<file path="src/rtl/fifo_stream_reader_if.sv">
// fifo_stream_reader_if
//
// Valid/ready stream carrying one data word per handshake.
//   valid : producer has a word on data
//   ready : consumer accepts the word this cycle
//   data  : DATA_WIDTH-bit word, stable while valid is high and ready is low
// Modports: master (stream producer), slave (stream consumer).
interface fifo_stream_reader_if #(
    parameter int DATA_WIDTH = 8
);
    logic                  valid;
    logic                  ready;
    logic [DATA_WIDTH-1:0] data;

    modport master (
        output valid,
        output data,
        input  ready
    );

    modport slave (
        input  valid,
        input  data,
        output ready
    );
endinterface

</file>
<file path="src/rtl/fifo_stream_reader.sv">
// fifo_stream_reader
//
// Drains a fixed-latency FIFO read port into a small circular buffer and
// presents the buffered words as a valid/ready stream, hiding the FIFO read
// latency from the downstream sink. Reads are issued only when the buffer is
// guaranteed to have room for every read still in flight.
//
// Parameters:
//   DATA_WIDTH : word width, equal to the FIFO data width
//   LATENCY    : FIFO read latency in cycles (>= 2)
//   BUF_DEPTH  : local buffer entries (>= LATENCY+1, >= LATENCY+2 for full rate)
//
// Ports:
//   clk            : clock, rising edge
//   reset_n        : asynchronous active-low reset
//   enable         : permits issuing new FIFO reads
//   fifo_empty     : FIFO empty flag
//   fifo_read      : FIFO read strobe
//   fifo_read_data : FIFO read data, valid LATENCY cycles after fifo_read
//   m              : output stream (master modport: valid, data out; ready in)
//   busy           : reads in flight or words buffered
//   pop_count      : saturating count of output handshakes, only when the
//                    macro FIFO_STREAM_READER_STATS_EN is defined
module fifo_stream_reader #(
    parameter int DATA_WIDTH = 8,
    parameter int LATENCY    = 3,
    parameter int BUF_DEPTH  = 5
) (
    input  logic                  clk,
    input  logic                  reset_n,
    input  logic                  enable,
    input  logic                  fifo_empty,
    output logic                  fifo_read,
    input  logic [DATA_WIDTH-1:0] fifo_read_data,
    fifo_stream_reader_if.master  m,
`ifdef FIFO_STREAM_READER_STATS_EN
    output logic [15:0]           pop_count,
`endif
    output logic                  busy
);

    localparam int IW   = (BUF_DEPTH > 1) ? $clog2(BUF_DEPTH) : 1;
    localparam int CNTW = $clog2(BUF_DEPTH + 1);
    localparam int INFW = $clog2(LATENCY + 1);
    localparam int SUMW = $clog2(BUF_DEPTH + LATENCY + 1) + 1;

    logic [LATENCY-1:0]    vpipe;
    logic [INFW-1:0]       inflight;
    logic [IW-1:0]         wr_idx;
    logic [IW-1:0]         rd_idx;
    logic [CNTW-1:0]       buf_count;
    logic [DATA_WIDTH-1:0] buf_mem [0:BUF_DEPTH-1];
    logic                  credit_ok;
    logic                  capture;
    logic                  pop;

    function automatic logic [IW-1:0] next_idx(input logic [IW-1:0] idx);
        return (idx == IW'(BUF_DEPTH - 1)) ? '0 : idx + 1'b1;
    endfunction

    // Number of reads issued but not yet returned by the FIFO.
    always_comb begin
        inflight = '0;
        for (int i = 0; i < LATENCY; i++) begin
            inflight = inflight + INFW'(vpipe[i]);
        end
    end

    // Credit counts every buffered word plus every read still in flight, so
    // a read is only issued when its data is certain to find a free slot.
    // A pop this cycle frees its slot only once buf_count has updated.
    assign credit_ok = (SUMW'(buf_count) + SUMW'(inflight)) < SUMW'(BUF_DEPTH);
    assign fifo_read = enable & ~fifo_empty & credit_ok;

    assign capture = vpipe[LATENCY-1];
    assign pop     = m.valid & m.ready;

    assign m.valid = (buf_count != '0);
    assign m.data  = m.valid ? buf_mem[rd_idx] : '0;
    assign busy    = (inflight != '0) | (buf_count != '0);

    // Read-tracking pipeline, buffer indices and occupancy.
    always_ff @(posedge clk or negedge reset_n) begin
        if (!reset_n) begin
            vpipe     <= '0;
            wr_idx    <= '0;
            rd_idx    <= '0;
            buf_count <= '0;
        end else begin
            if (LATENCY > 1) begin
                vpipe <= {vpipe[LATENCY-2:0], fifo_read};
            end else begin
                vpipe <= fifo_read;
            end
            if (capture) begin
                wr_idx <= next_idx(wr_idx);
            end
            if (pop) begin
                rd_idx <= next_idx(rd_idx);
            end
            case ({capture, pop})
                2'b10:   buf_count <= buf_count + 1'b1;
                2'b01:   buf_count <= buf_count - 1'b1;
                default: buf_count <= buf_count;
            endcase
        end
    end

    // Buffer storage needs no reset: an entry is only visible through m.data
    // after it has been written by a capture.
    always_ff @(posedge clk) begin
        if (capture) begin
            buf_mem[wr_idx] <= fifo_read_data;
        end
    end

`ifdef FIFO_STREAM_READER_STATS_EN
    // Output handshake counter, sticks at all-ones instead of wrapping.
    always_ff @(posedge clk or negedge reset_n) begin
        if (!reset_n) begin
            pop_count <= '0;
        end else if (pop && (pop_count != 16'hFFFF)) begin
            pop_count <= pop_count + 16'd1;
        end
    end
`endif

endmodule

</file>
<file path="src/flat_wrapper.sv">
// flat-port wrapper written by rule: the top's interface ports become plain ports
module fifo_stream_reader_flat 
#(
    parameter int DATA_WIDTH = 8,
    parameter int LATENCY    = 3,
    parameter int BUF_DEPTH  = 5
)
  (clk, reset_n, enable, fifo_empty, fifo_read, fifo_read_data, busy, m_valid, m_data, m_ready);
  fifo_stream_reader_if #(.DATA_WIDTH(DATA_WIDTH)) m_i ();
  input  logic clk;
  input  logic reset_n;
  input  logic enable;
  input  logic fifo_empty;
  output logic fifo_read;
  input  logic [DATA_WIDTH-1:0] fifo_read_data;
  output logic busy;
  output wire logic [$bits(m_i.valid)-1:0] m_valid;
  output wire logic [$bits(m_i.data)-1:0] m_data;
  input wire logic [$bits(m_i.ready)-1:0] m_ready;
  assign m_valid = m_i.valid;
  assign m_data = m_i.data;
  assign m_i.ready = m_ready;
  fifo_stream_reader #(.DATA_WIDTH(DATA_WIDTH), .LATENCY(LATENCY), .BUF_DEPTH(BUF_DEPTH)) u_core (.clk(clk), .reset_n(reset_n), .enable(enable), .fifo_empty(fifo_empty), .fifo_read(fifo_read), .fifo_read_data(fifo_read_data), .m(m_i), .busy(busy));
endmodule
</file>
<file path="config.mk">
export PLATFORM = sky130hd
export DESIGN_NAME = fifo_stream_reader_flat
export DESIGN_NICKNAME = d
export VERILOG_FILES = /design/src/rtl/fifo_stream_reader_if.sv /design/src/rtl/fifo_stream_reader.sv /design/src/flat_wrapper.sv
export SDC_FILE = /design/constraint.sdc
export NUM_CORES = 1
export LEC_CHECK = 0
export CAP_MARGIN = 20
export CORE_ASPECT_RATIO = 1.25
export CORE_UTILIZATION = 50
export CTS_CLUSTER_SIZE = 30
export DETAILED_ROUTE_END_ITERATION = 10
export GPL_TIMING_DRIVEN = 0
export PLACE_DENSITY = 0.71
export SYNTH_ARGS = -nofsm -noshare
export SYNTH_HDL_FRONTEND = slang
export SYNTH_SLANG_ARGS = --single-unit
</file>
<file path="constraint.sdc">
create_clock -name clk -period 2.7 [get_ports clk]
set_clock_uncertainty 0.1 [all_clocks]
set_input_delay 0.81 -clock clk [delete_from_list [all_inputs] [get_ports clk]]
set_output_delay 0.81 -clock clk [all_outputs]
set_load 0.1 [all_outputs]
</file>
==> impl_metrics.py, run 1 <==
metrics = {
    "place": {
        "dpl.hpwl_mm": 2.615,
        "place_ws_ps": -1453,
        "finalWeightedCongestion": 0.7147,
        "io_buffers": 23,
    },
    "global_route": {
        "globalRouteMet3Util_pct": 5.059,
        "globalRoute.totalOverflow": 0,
        "grt_pass1_vias": 1301,
        "grt.total_usage_pct": 19.98,
        "grt_use_met1_pct": 24.20,
        "met2_usage_pct": 33.76,
        "antenna_found_initial": 0,
        "grt_pass1_wl_mm": 6.479,
        "grt_max_degree": 17,
        "top_usage_layer": "met2",
    },
    "sta": {
        "finalWorstSetupSlack_ps": -925.3,
        "slew_viol_final": 0,
        "hold_violations": 0,
        "worst_pin_slew_ps": 822.0,
        "relSlewSlack_pct": 45.00,
        "rsz0062_at_grt": "true",
        "setup_viol": 4,
        "fin_hold_ws_ps": 419.1,
        "period_minus_slack_ps": 3625,
        "fin_crit_sh_pct": 134.3,
        "fmax_ghz": 0.2758,
        "tns_ps": -947.0,
    },
    "clock_tree": {
        "cts.sinks": 52,
        "cts_tree": "done",
        "clk_latency_ps": 300,
        "cts-root-buf": "clkbuf_8",
        "h-tree-depth": 2,
        "numCtsBuffers": 5,
        "cts_max_path_buffers": 2,
        "clk_pin_slew_ps": 80,
    },
    "logic_synthesis": {
        "avgSynthCellArea_um2": 16.31,
        "syn_inst": 137,
        "synthArstFlopShare_pct": 23.08,
        "synth.area.top_cells": "edfxtp_1, dfrtp_1, mux4_2",
        "synth_ff_type": "edfxtp_1",
        "ys_warn_count": 0,
        "synth_nets": 160,
        "synthAdderAreaFrac_pct": 6.607,
        "synth_top_family_by_area": "multiplexers",
        "synth_top_area_share_pct": 53.75,
        "syn_area_um2": 2235,
        "synth-seq-cells": 52,
        "ys_types": 28,
        "synth_edf_count": 40,
        "yosys.area.top_type": "edfxtp_1",
        "yosys.area_share.simple_pct": 5.711,
        "synth_xor_area_share_pct": 1.568,
        "synth_mux_area_share_pct": 12.09,
        "seq_area_frac_synth_pct": 67.19,
        "synth_compound_area_share_pct": 3.583,
    },
    "critical_path": {
        "worst-path-stages": 7,
        "endpoint_kind": "primary output",
        "path_class": "reg -> out",
        "crit_family": "adder cells",
        "slowest_stage": "fa_1",
        "cp.required_ps": 1790,
        "cp-start-kind": "flip-flop",
        "crit_arrival_ps": 2720,
        "path_buf_inv": 2,
        "r2r-start": "u_core.vpipe[0]",
        "reg2reg_slack_ps": 140,
        "reg2reg_depth": 8,
        "reg2reg_to": "u_core.vpipe[0]",
        "worstPathMaxFanout": 2,
        "slowest_delay_ps": 580,
        "crit_chain": "fa_1, ha_2, inv_2, fa_2, a21oi_2, nor4b_4, buf_6",
    },
    "min_path": {
        "min_path_type": "reg -> reg",
        "worstHoldPathCells": 1,
        "hold_start": "u_core.vpipe[1]",
        "hold_path_end": "u_core.vpipe[2]",
    },
    "finish": {
        "ff_latch_area_um2": 1504,
        "final_common_cell": "edfxtp_1",
        "fill_cells": 288,
        "syn_to_final_growth_pct": 28.16,
        "drive_above_1_share_pct": 32.96,
        "antenna_cells": 0,
        "final_cell_mix": "edfxtp_1, clkdlybuf4s50_1, inv_1",
        "final_nets": 201,
        "multi_input_area_um2": 708.2,
    },
    "drt": {
        "drc": 0,
        "drtAntennaViolNets": 0,
        "wl_per_cell_um": 17.30,
        "drt_iter0_drc": 43,
        "dr.pass1.iters": 4,
        "num_vias": 1250,
        "wirelength_mm": 4.066,
        "vias_per_cell": 5.319,
    },
    "die": {
        "fp.dieH_um": 76.75,
        "coreArea_um2": 4197,
        "start_util_pct": 53.25,
        "die-area_um2": 4742,
        "pin_count": 24,
        "num_rows": 26,
        "die_x_um": 61.80,
    },
    "status": {
        "violations": "setup timing",
        "status": "complete, but fails checks",
    },
    "run": {
        "drv_cap": 0,
    },
}
how the worst max path moves through the flow:
| stage | start | end | slack (ps) |
|---|---|---|---|
| 3_5_place_dp | u_core.vpipe[2] | fifo_read | -1450 |
| 6_report | u_core.vpipe[0] | fifo_read | -930 |
| 3_3_place_gp | u_core.vpipe[2] | fifo_read | -1400 |
| 5_1_grt | u_core.vpipe[0] | fifo_read | -990 |
| 2_1_floorplan | u_core.vpipe[0] | fifo_read | -1020 |
| 4_1_cts | u_core.vpipe[1] | fifo_read | -890 |
layout make-up:
class | count | area share, %
tap | 56 | 2.446
clock buffer | 5 | 2.403
sequential | 52 | 52.51
buffer | 3 | 0.8737
timing repair buffer | 34 | 13.76
clock inverter | 3 | 1.485
multi-input combinational | 69 | 24.73
inverter | 13 | 1.791
state kept, by name, summed over array words and instances, names as in the netlist:
name and count:
u_core.buf_mem 40, u_core.buf_count 3, u_core.rd_idx 3, u_core.vpipe 3, u_core.wr_idx 3
timing repair:
item                                   in CTS  in global routing
setup endpoints to repair                  11                 10
hold buffers                                0                  0
pin swaps                                   2                  2
setup buffers                               5                  4
endpoints found under the hold margin       0                  0
gates resized for setup                    84                 11
cloned                                      1                  0
synth_stat cells, types with 2 or more instances:
master / instances
edfxtp_1: 40
dfrtp_1: 12
inv_1: 12
nor2_1: 12
mux2i_1: 9
mux4_2: 8
ha_1: 7
o21ai_0: 6
fa_1: 3
nand2_1: 3
xor2_1: 3
a21oi_1: 2
and3_1: 2
buf_2: 2
nand3_1: 2
nor2b_1: 2
routing by layer:
| layer | up-vias | wire length [µm] |
|---|---|---|
| li1 | 583 | - |
| met1 | 636 | 1648 |
| met2 | 24 | 2212 |
| met3 | 7 | 123 |
| met4 | 0 | 81 |
| met5 | - | 0 |
worst register-to-register path: cells and delay by family, from the launching register on:
| family | cells | cell delay (ps) |
|---|---|---|
| adder cells (fa/ha/maj) | 3 | 1300 |
| flip-flops | 1 | 410 |
| AND/OR/NAND/NOR | 1 | 330 |
| buffers and inverters | 3 | 300 |
| AO/OA/AOI/OAI | 1 | 80 |
kinds of logic after synthesis:
| logic type | after synthesis |
|---|---|
| flops | 52 |
| simple gates | 25 |
| mux | 17 |
| buf+inv | 16 |
| compound gates | 13 |
| fa+ha+maj | 10 |
| xor+xnor | 4 |
stage by stage:
step	util [%]	instance area, µm²	instances
after floorplan	-	2270	137
after global placement	61.24	2570	216
after detailed placement	61.36	2575	217
after CTS	67.11	2816	231
after global routing	68.25	2864	235
final	68.25	2864	235
Power of run 1 is not shown: default switching activity piles up to over one toggle a cycle in this logic, so the estimate is an artifact.
==> run 2: changes to the inputs <==
--- a/config.mk
+++ b/config.mk
@@ -12,6 +12,7 @@
 export DETAILED_ROUTE_END_ITERATION = 10
 export GPL_TIMING_DRIVEN = 0
 export PLACE_DENSITY = 0.71
+export SKIP_CTS_REPAIR_TIMING = 1
 export SYNTH_ARGS = -nofsm -noshare
 export SYNTH_HDL_FRONTEND = slang
 export SYNTH_SLANG_ARGS = --single-unit
==> run 2 against run 1 <==
The flow still finishes with violations (setup timing). Non-clock buffer count is 3 lower. Utilization down 0.95 points. Flip-flop and latch count did not move. Via count decreased by 1.4%. Cell area decreased by 1.4%. First-iteration DRC count decreased by 23%. Worst hold slack got worse by 98 ps. Routed wire length is 3.0% lower. Global-route usage down 1.1 points. Cell count down 1.3%. Critical path type unchanged. Largest cell class unchanged.
==> impl_metrics.py, run 2 (synthesized netlist as in run 1, its figures left out) <==
metrics = {
    "clock_tree": {
        "cts-root-buf": "clkbuf_8",
        "h-tree-depth": 2,
        "cts.sinks": 52,
        "clk_latency_ps": 300,
        "numCtsBuffers": 5,
        "cts_tree": "done",
        "cts_max_path_buffers": 2,
        "clk_pin_slew_ps": 80,
    },
    "finish": {
        "final_cells": 232,
        "largest_reg_flops": 40,
        "drive_above_1_share_pct": 30.11,
        "final_common_cell": "edfxtp_1",
        "fill_cells": 288,
        "final_nets": 198,
        "max_flop_register": "u_core.buf_mem",
        "final_area_um2": 2824,
        "syn_to_final_growth_pct": 26.37,
        "antenna_cells": 0,
        "final_cell_mix": "edfxtp_1, inv_1, clkdlybuf4s50_1",
    },
    "drt": {
        "wl_per_cell_um": 17.00,
        "drt_iter0_drc": 33,
        "num_vias": 1232,
        "vias_per_cell": 5.310,
        "drtAntennaViolNets": 0,
        "drc": 0,
        "dr.pass1.iters": 4,
        "wirelength_mm": 3.943,
    },
    "die": {
        "coreArea_um2": 4197,
        "die-area_um2": 4742,
        "fp.dieH_um": 76.75,
        "num_rows": 26,
        "die_x_um": 61.80,
        "start_util_pct": 53.25,
        "pin_count": 24,
    },
    "critical_path": {
        "slowest_delay_ps": 570,
        "crit_arrival_ps": 2690,
        "worstPathMaxFanout": 2,
        "reg2reg_depth": 7,
        "reg2reg_slack_ps": 270,
        "cp-start-kind": "flip-flop",
        "endpoint_kind": "primary output",
        "cp.required_ps": 1790,
        "slowest_stage": "fa_1",
        "crit_family": "adder cells",
        "worst-path-stages": 7,
        "crit_chain": "fa_1, ha_2, inv_1, fa_2, a21oi_2, nor4b_4, buf_6",
        "path_buf_inv": 2,
        "path_class": "reg -> out",
    },
    "sta": {
        "hold_violations": 0,
        "fin_crit_sh_pct": 133.3,
        "fmax_ghz": 0.2778,
        "rsz0062_at_grt": "true",
        "relSlewSlack_pct": 35.54,
        "period_minus_slack_ps": 3600,
        "finalWorstSetupSlack_ps": -899.8,
        "setup_viol": 5,
        "worst_pin_slew_ps": 965.3,
        "slew_viol_final": 0,
    },
    "run": {
        "drv_cap": 0,
    },
    "place": {
        "finalWeightedCongestion": 0.7147,
        "place_area_um2": 2575,
        "dp_cells": 217,
        "dpl.hpwl_mm": 2.615,
        "io_buffers": 23,
    },
    "status": {
        "status": "complete, but fails checks",
        "violations": "setup timing",
    },
    "global_route": {
        "globalRoute.totalOverflow": 0,
        "grt_pass1_wl_mm": 6.113,
        "grt.total_usage_pct": 18.92,
        "antenna_found_initial": 0,
        "grt_max_degree": 17,
        "grt_pass1_vias": 1233,
    },
    "min_path": {
        "min_path_type": "reg -> reg",
        "worstHoldPathCells": 0,
    },
}
## run 2: changes by cell type in the layout (fill, tap and decap cells not counted), sizes merged
cell           before  now
buf                23   21
clkbuf              6    5
clkdlybuf4s15       1    0
dlymetal6s2s        0    1
## run 2: per-stage QoR
stage	setup TNS [ps]	hold slack [ps]	utilization [%]	setup WS, ps
finish	-1140	321.5	67.29	-899.8
detailed placement	-6438	295.0	61.36	-1453
CTS	-10120	321.5	64.01	-1793
global route	-1781	343.6	67.29	-991.5
global placement	-6066	294.9	61.24	-1403
floorplan	-1571	285.6	-	-1016
## run 2: worst register-to-register path: stages (launching register included)
cell,delay (ps)
dfrtp_2,420
fa_1,570
ha_2,180
inv_1,50
fa_2,530
a21oi_2,70
nor4b_4,310
buf_4,150
## run 2: area by class of cell
| type | count | area [µm²] | share of cell area [%] |
|---|---|---|---|
| Clock inverter | 3 | 42.54 | 1.506 |
| Inverter | 13 | 51.30 | 1.817 |
| Multi-Input combinational cell | 69 | 708.2 | 25.08 |
| Buffer | 3 | 30.03 | 1.063 |
| Clock buffer | 5 | 68.82 | 2.437 |
| Tap cell | 56 | 70.07 | 2.481 |
| Timing Repair Buffer | 31 | 350.3 | 12.41 |
| Sequential cell | 52 | 1503 | 53.21 |
## run 2: worst paths after layout
| kind | start | endpoint |
|---|---|---|
| max in group asynchronous | reset_n | u_core.vpipe[2] |
| hold / removal | u_core.vpipe[1] | u_core.vpipe[2] |
| hold reg to reg | u_core.vpipe[1] | u_core.vpipe[2] |
| setup reg to reg | u_core.vpipe[2] | u_core.vpipe[0] |
| min in group asynchronous | reset_n | u_core.buf_count[2] |
| setup / recovery | u_core.vpipe[2] | fifo_read |
## run 2: routing by layer
layer	global-route usage (%)	vias up	wire (µm)
li1	-	580	-
met1	23.40	626	1638
met2	31.18	21	2126
met3	5.059	5	117
met5	0	-	0
met4	6.667	0	60
Power of run 2 is left out for the same reason.
